[src/rtl/uart_tx_fifo.sv]
// uart_tx_fifo: byte FIFO feeding an 8N1-style UART serialiser (start, 8 data LSB first, STOP_BITS stop).
module uart_tx_fifo #(
    parameter int unsigned CLK_DIV    = 434,
    parameter int unsigned FIFO_DEPTH = 4,
    parameter int unsigned STOP_BITS  = 1
) (
    input  logic                          clk,
    input  logic                          reset,
    input  logic [7:0]                    tx_data,
    input  logic                          tx_valid,
    output logic                          tx_ready,
    output logic                          uart_tx,
    output logic                          tx_busy,
    output logic [$clog2(FIFO_DEPTH):0]   fifo_count
);

    localparam int unsigned AW = $clog2(FIFO_DEPTH);
    localparam int unsigned PW = AW + 1;
    localparam int unsigned CW = $clog2(CLK_DIV);

    localparam logic [1:0] S_IDLE  = 2'd0;
    localparam logic [1:0] S_START = 2'd1;
    localparam logic [1:0] S_DATA  = 2'd2;
    localparam logic [1:0] S_STOP  = 2'd3;

    localparam logic [PW-1:0] FULL_XOR = PW'(FIFO_DEPTH);
    localparam logic [CW-1:0] BAUD_MAX = CW'(CLK_DIV - 1);
    localparam logic [2:0]    STOP_MAX = 3'(STOP_BITS - 1);

    logic [1:0]    state, state_nxt;
    logic [CW-1:0] baud_cnt, baud_nxt;
    logic [2:0]    bit_idx, bit_idx_nxt;
    logic [7:0]    shifter, shifter_nxt;
    logic [PW-1:0] wptr, rptr, wptr_nxt, rptr_nxt;
    logic [7:0]    mem [FIFO_DEPTH];

    logic          push, pop, empty, empty_nxt, full_nxt, baud_wrap, line_c, busy_c;
    logic [PW-1:0] count_nxt;

    // tx_ready is a registered copy of ~full, so it never depends on tx_valid
    assign push      = tx_valid & tx_ready;
    assign empty     = (wptr == rptr);
    assign baud_wrap = (baud_cnt == BAUD_MAX);

    // Next-state, pop decision and line level for the current state
    always_comb begin
        state_nxt   = state;
        baud_nxt    = baud_wrap ? '0 : baud_cnt + CW'(1);
        bit_idx_nxt = bit_idx;
        shifter_nxt = shifter;
        pop         = 1'b0;
        line_c      = 1'b1;
        case (state)
            S_IDLE: begin
                baud_nxt    = '0;
                bit_idx_nxt = '0;
                if (!empty) begin
                    pop         = 1'b1;
                    shifter_nxt = mem[rptr[AW-1:0]];
                    state_nxt   = S_START;
                end
            end
            S_START: begin
                line_c = 1'b0;
                if (baud_wrap) begin
                    state_nxt   = S_DATA;
                    bit_idx_nxt = '0;
                end
            end
            S_DATA: begin
                line_c = shifter[0];
                if (baud_wrap) begin
                    shifter_nxt = {1'b0, shifter[7:1]};
                    if (bit_idx == 3'd7) begin
                        state_nxt   = S_STOP;
                        bit_idx_nxt = '0;
                    end else begin
                        bit_idx_nxt = bit_idx + 3'd1;
                    end
                end
            end
            default: begin
                // Stop period: bit_idx counts stop bits so the wrap still marks every bit boundary
                line_c = 1'b1;
                if (baud_wrap) begin
                    if (bit_idx == STOP_MAX) begin
                        bit_idx_nxt = '0;
                        if (!empty) begin
                            pop         = 1'b1;
                            shifter_nxt = mem[rptr[AW-1:0]];
                            state_nxt   = S_START;
                        end else begin
                            state_nxt   = S_IDLE;
                        end
                    end else begin
                        bit_idx_nxt = bit_idx + 3'd1;
                    end
                end
            end
        endcase
    end

    // FIFO pointer and status look-ahead so status outputs can be registered
    always_comb begin
        wptr_nxt  = wptr + PW'(push);
        rptr_nxt  = rptr + PW'(pop);
        count_nxt = wptr_nxt - rptr_nxt;
        empty_nxt = (wptr_nxt == rptr_nxt);
        full_nxt  = ((wptr_nxt ^ rptr_nxt) == FULL_XOR);
        // Busy holds one extra cycle after the FSM leaves STOP to cover the registered line's last stop bit
        busy_c    = (state_nxt != S_IDLE) | (state != S_IDLE) | ~empty_nxt;
    end

    // FIFO storage; data only, no reset needed
    always_ff @(posedge clk) begin
        if (push) begin
            mem[wptr[AW-1:0]] <= tx_data;
        end
    end

    // State, counters, pointers and registered outputs
    always_ff @(posedge clk) begin
        if (reset) begin
            state      <= S_IDLE;
            baud_cnt   <= '0;
            bit_idx    <= '0;
            shifter    <= '0;
            wptr       <= '0;
            rptr       <= '0;
            uart_tx    <= 1'b1;
            tx_busy    <= 1'b0;
            fifo_count <= '0;
            tx_ready   <= 1'b1;
        end else begin
            state      <= state_nxt;
            baud_cnt   <= baud_nxt;
            bit_idx    <= bit_idx_nxt;
            shifter    <= shifter_nxt;
            wptr       <= wptr_nxt;
            rptr       <= rptr_nxt;
            uart_tx    <= line_c;
            tx_busy    <= busy_c;
            fifo_count <= count_nxt;
            tx_ready   <= ~full_nxt;
        end
    end

endmodule

[config.mk]
export PLATFORM = sky130hd
export DESIGN_NAME = uart_tx_fifo
export DESIGN_NICKNAME = d
export VERILOG_FILES = /design/src/rtl/uart_tx_fifo.sv
export SDC_FILE = /design/constraint.sdc
export NUM_CORES = 1
export LEC_CHECK = 0
export BUFFER_PORTS_ARGS = -buffer_cell sky130_fd_sc_hd__clkbuf_2
export CORE_MARGIN = 3
export CORE_UTILIZATION = 25
export DETAILED_ROUTE_END_ITERATION = 10
export PLACE_DENSITY = 0.51
export SLEW_MARGIN = 0
export SYNTH_ARGS = -nofsm -noshare
export SYNTH_HDL_FRONTEND = slang
export SYNTH_SLANG_ARGS = --single-unit
export TNS_END_PERCENT = 20
[constraint.sdc]
create_clock -name clk -period 2.5 [get_ports clk]
set_clock_uncertainty 0.15 [all_clocks]
set_input_delay 0.5 -clock clk [delete_from_list [all_inputs] [get_ports clk]]
set_output_delay 0.5 -clock clk [all_outputs]
set_load 0.02 [all_outputs]
Word level (Yosys, flattened, before mapping)
Memories as Yosys holds them, arrays and structs flattened. A register that Yosys moved wholly into a read port is not among the register bits.
Index checks and enable logic that the tools add are counted.
Cells by class
  reductions and logical operators: 10
  bitwise logic cells: 7
  add/sub/neg operators: 5
  equal/unequal tests: 9
  multiplexer cells: 27
Operators with widths (count)
  two-way mux 8 bit: 4
  case mux 8 bit (3 select lines): 1
  two-way mux 3 bit: 5
  two-way mux 2 bit: 7
  adder 9 x 1 -> 9 bit (second input constant): 1
  == test 9 bit (second input constant): 1
  case mux 3 bit (3 select lines): 1
  adder 3 x 1 -> 3 bit: 2
  == test 3 bit: 2
  == test 3 bit (second input constant): 2
  two-way mux 1 bit: 6
  case mux 2 bit (3 select lines): 1
  nonzero test 2 bit: 3
  != test 2 bit (second input constant): 2
  case mux 1 bit (2 select lines): 2
  AND reduction 4 bit: 1
  adder 3 x 1 -> 3 bit (second input constant): 1
  zero test 3 bit: 1
  inverter 1 bit: 3
  AND reduction 3 bit: 1
  nonzero test 3 bit: 1
  OR reduction 3 bit: 1
  subtractor 3 bit: 1
  bitwise XOR 3 bit: 1
  other kinds (6): 7
Storage, ports and cells
  output and inout port bits: 6
  bits in writable memories: 32
  register bits after elaboration: 34
  input port bits: 11
  memories kept: 1
  logic and storage cells: 69
Memory list
  mem: depth 4, width 8, read ports 1, clocked after Yosys merged registers in 1, wr ports 1, RTL line 35  | logic [7:0] mem [FIFO_DEPTH];

Depth between registers and ports, before layout
  depth after elaboration: 9
  depth in mapped cells: 13
  depth with buffers taken out: 13

Least setup slack after synthesis
Ideal clock, no wire load.
  path type: register to register
  from: register bit_idx[0]
  to: register fifo_count[2]
  setup slack: 109 ps
  path buffers: 0
  arrival: 2113 ps
  library setup time: 128 ps
  clock period less this slack: 2391 ps
  stages on the path, launching flop included: 13
  cell sequence: dfxtp_1 inv_1 ha_1 and3b_1 a31oi_1 nor2_1 ha_1 ha_1 xnor2_1 ha_1 a21oi_1 xor2_1 nor2_1
Between the ends
  longest elaborated chain between the ends: 6
Ends and longest elaborated chain
  start: declaration: RTL line 32  | logic [2:0] bit_idx, bit_idx_nxt;
  start signal: assignment: RTL line 137  | bit_idx <= bit_idx_nxt;
  zero test 3 bit: RTL line 86  | if (bit_idx == STOP_MAX) begin
  two-way mux 1 bit: RTL line 86
  two-way mux 1 bit: RTL line 85  | if (baud_wrap) begin
  case mux 1 bit (2 select lines): RTL line 53  | case (state)
  adder 3 x 1 -> 3 bit: RTL line 106  | rptr_nxt = rptr + PW'(pop);
  via rptr_nxt[1]: RTL line 34  | logic [PW-1:0] wptr, rptr, wptr_nxt, rptr_nxt;
  subtractor 3 bit: RTL line 107  | count_nxt = wptr_nxt - rptr_nxt;
  end signal: assignment: RTL line 143  | fifo_count <= count_nxt;
  end: declaration: RTL line 14  | output logic [$clog2(FIFO_DEPTH):0] fifo_count
The timed path passes the listed nets, and every way through them passes these cells.
A chain may end at the register's enable or synchronous reset.

Worst setup path in the final report
  from: register baud_cnt[1]
  to: register fifo_count[2]
Between the ends
  longest elaborated chain between the ends: 5
Ends and longest elaborated chain
  start: declaration: RTL line 31  | logic [CW-1:0] baud_cnt, baud_nxt;
  start signal: assignment: RTL line 136  | baud_cnt <= baud_nxt;
  == test 9 bit: RTL line 43  | assign baud_wrap = (baud_cnt == BAUD_MAX);
  two-way mux 1 bit: RTL line 85
  case mux 1 bit (2 select lines): RTL line 53
  adder 3 x 1 -> 3 bit: RTL line 106
  via rptr_nxt[1]: RTL line 34
  subtractor 3 bit: RTL line 107
The timed path passes the listed nets, and every way through them passes these cells.

==> impl_metrics.tcl <==
set metrics [dict create \
    diodes 0 \
    synth_compound_area_share_pct 4.12 \
    synthToLayoutAreaGrowth_pct 24.1 \
    reg2reg_to "fifo_count[2]" \
    layout_commonest_cell "edfxtp_1" \
    status "finished clean" \
    drt_iter0_drc 76 \
    cts.repair_timing.setup_buffer_count 0 \
    slew-limit-headroom_pct 55.6 \
    tns_ns 0 \
    ys_seq_elements 66 \
    grt_overflow_total 0 \
    syn_inst 221 \
    synth-simple-area-share_pct 14.1 \
    clock_sinks 66 \
    fin_crit_ns 2.36 \
    most-common-layout-cells "edfxtp_1 (32), dfxtp_1 (31), nor2_1 (24)" \
    p_per_area_mw_per_mm2 987 \
    p_leak_nw 1.36 \
    hold_path_class "in -> reg" \
    ioPinCount 17 \
    firstDrtPassIters 4 \
    placed_cell_area_mm2 0.00322 \
    tightest_slew_ns 0.666 \
    cp.arrival_ns 2.40 \
    clk_pin_slew_ns 0.06 \
    hold_depth 1 \
    drv_slew 0 \
    dp_hpwl_um 3360 \
    route.detailed.wl_per_inst_um 12.3 \
    rsz0062_at_grt "no" \
    n_fill_cell 1118 \
    startpoint_type "register" \
    gr-usage-met3_pct 2.71 \
    r2r_cells 13 \
    finalPower_w 0.00353 \
    die_area_mm2 0.0129 \
    end_kind "register" \
    synthArstFlopShare_pct 0 \
    core.rowCount 38 \
    vias 1703 \
    yosysWarnings 0 \
    grt_pass1_wl_um 8440 \
    syn-cell-area_mm2 0.00288 \
    cts_root_buf "clkbuf_16" \
    clockBufferDepth 2 \
    die_h_um 113 \
    antenna_found_initial 0 \
    grt_pass1_vias 1756 \
    yosysSeqAreaShare_pct 56.9 \
    yosys.area_share.adder_pct 4.77 \
    crit_path_end "fifo_count[2]" \
    timing_hold_violations_final 0 \
    cts_made_buffers 9 \
    r2r-start "baud_cnt[1]" \
    drive_gt1_share_pct 27.6 \
    nNetsFinal 278 \
    core_region_area_mm2 0.0110 \
    synth_nets 243 \
    crit_required_ns 2.54 \
    tritoncts "yes" \
    grt_max_degree 35 \
    cts_hold_buf 0 \
    via_per_inst 4.25 \
    finalWirelength_um 4940 \
    synth_ff_type "dfxtp_1" \
    crit_type "reg -> reg" \
    maxCapViolations 0 \
    portBuffers 16 \
    gp_congestion 0.731 \
    fin_area_mm2 0.00358 \
    synthMuxAreaShare_pct 12.8 \
    avgSynthCellArea_um2 13.0 \
    grt-busiest-layer "met2" \
    htree_levels 3 \
    die_w_um 113 \
    ant_nets 0 \
    grtUsageMet1_pct 10.3 \
    clock_latency_ns 0.32 \
    finalCritPeriodShare_pct 94.5 \
    worstPathMaxFanout 3 \
    synth.distinct_cells 38 \
    ir_drop_uv 646 \
    synth_top_family_by_area "simple AND/OR/NAND/NOR gates" \
    startpoint "baud_cnt[1]" \
    grt_use_met2_pct 13.5 \
    fmax_mhz 423 \
    drc 0 \
    setup_viol 0 \
    rrSetupSlack_ns 0.14 \
    global_route.usage.total_pct 8.39 \
    initial_core_util_pct 26.1 \
    synth_xor_area_share_pct 4.56 \
    synth_edf_count 32 \
]
[metal layers]
layer / up-vias / wire length, um
met5: - / 0
met4: 0 / 82
met3: 8 / 141
met2: 21 / 2380
met1: 805 / 2340
li1: 869 / -
[power by group]
| group | leakage (nW) | internal [W] | switching, W |
|---|---|---|---|
| Sequential | 0.573 | 0.00128 | 0.0000545 |
| Clock | 0.157 | 0.000880 | 0.000484 |
| Combinational | 0.632 | 0.000419 | 0.000414 |
| Total | 1.36 | 0.00258 | 0.000953 |
[final cells by class]
cell class                 instances  area, um^2  area share [%]
multi-input combinational        139        1200            33.5
tap                              140         175            4.90
clock inverter                     7         100            2.80
inverter                           7        26.3           0.734
clock buffer                       9         225            6.29
timing repair buffer              33         208            5.80
sequential                        66        1650            46.0
[how the worst min path moves through the flow]
| stage | startpoint | to | slack, ns |
|---|---|---|---|
| 6_report | tx_data[3] | mem[0][3] | 0.24 |
| 3_3_place_gp | shifter[7] | shifter[7] | 0.32 |
| 4_1_cts | tx_data[3] | mem[1][3] | 0.23 |
| 3_5_place_dp | shifter[7] | shifter[7] | 0.32 |
| 5_1_grt | tx_data[3] | mem[2][3] | 0.23 |
| 2_1_floorplan | baud_cnt[0] | baud_cnt[0] | 0.29 |
[cell families after synthesis]
logic type                 after synthesis
buffers and inverters                   16
muxes                                   23
adders and majority gates               11
and+or+nand+nor                         74
xor gates and xnor gates                15
AOI/OAI and AO/OA                       16
DFF                                     66
[through the flow]
stage	std cells	utilization (%)	hold WS, ns	worst slack (ns)
global route	401	32.4	0.233	0.00295
CTS	401	32.3	0.229	0.0463
finish	401	32.4	0.236	0.137
global placement	385	29.2	0.318	0.00610
floorplan	221	-	0.291	0.109
detailed placement	385	29.2	0.323	-0.0357
[critical path, cell delays in order, from the launching register on]
cell,delay (ns)
dfxtp_1,0.31
inv_1,0.05
ha_1,0.14
nand4b_1,0.16
nor2_2,0.17
a31oi_1,0.10
nor2_1,0.12
ha_2,0.20
ha_4,0.21
xnor2_2,0.15
ha_2,0.18
a21oi_2,0.11
xor2_1,0.15
nor2_1,0.05
[sequential cells by signal, indices dropped and copies added, names as in the netlist]
signal / count
fifo_count: 3
wptr: 3
state: 2
mem: 32
bit_idx: 3
rptr: 3
tx_busy: 1
tx_ready: 1
shifter: 8
baud_cnt: 9
uart_tx: 1
[cell usage after synthesis (all sizes together), types with 2 or more instances]
| library cell | n | area [um^2] |
|---|---|---|
| a211oi | 3 | 35.0 |
| a21oi | 5 | 25.0 |
| a311oi | 3 | 26.3 |
| a31oi | 2 | 12.5 |
| and3 | 5 | 32.5 |
| buf | 4 | 31.3 |
| clkbuf | 5 | 18.8 |
| dfxtp | 34 | 681 |
| edfxtp | 32 | 961 |
| ha | 11 | 138 |
| inv | 7 | 26.3 |
| mux2 | 7 | 78.8 |
| mux2i | 8 | 80.1 |
| mux4 | 8 | 210 |
| nand2 | 7 | 26.3 |
| nand2b | 5 | 31.3 |
| nand3 | 4 | 20.0 |
| nand3b | 2 | 15.0 |
| nor2 | 25 | 93.8 |
| nor2b | 11 | 68.8 |
| nor3 | 4 | 20.0 |
| nor3b | 2 | 15.0 |
| or2 | 3 | 18.8 |
| xnor2 | 11 | 96.3 |
| xor2 | 4 | 35.0 |
[timing repair]
action / 4_1_cts / 5_1_grt
setup endpoints to repair: 1 / 3
pin swaps: 0 / 4
gates resized for setup: 3 / 7
(Power assumes the default switching activity.)
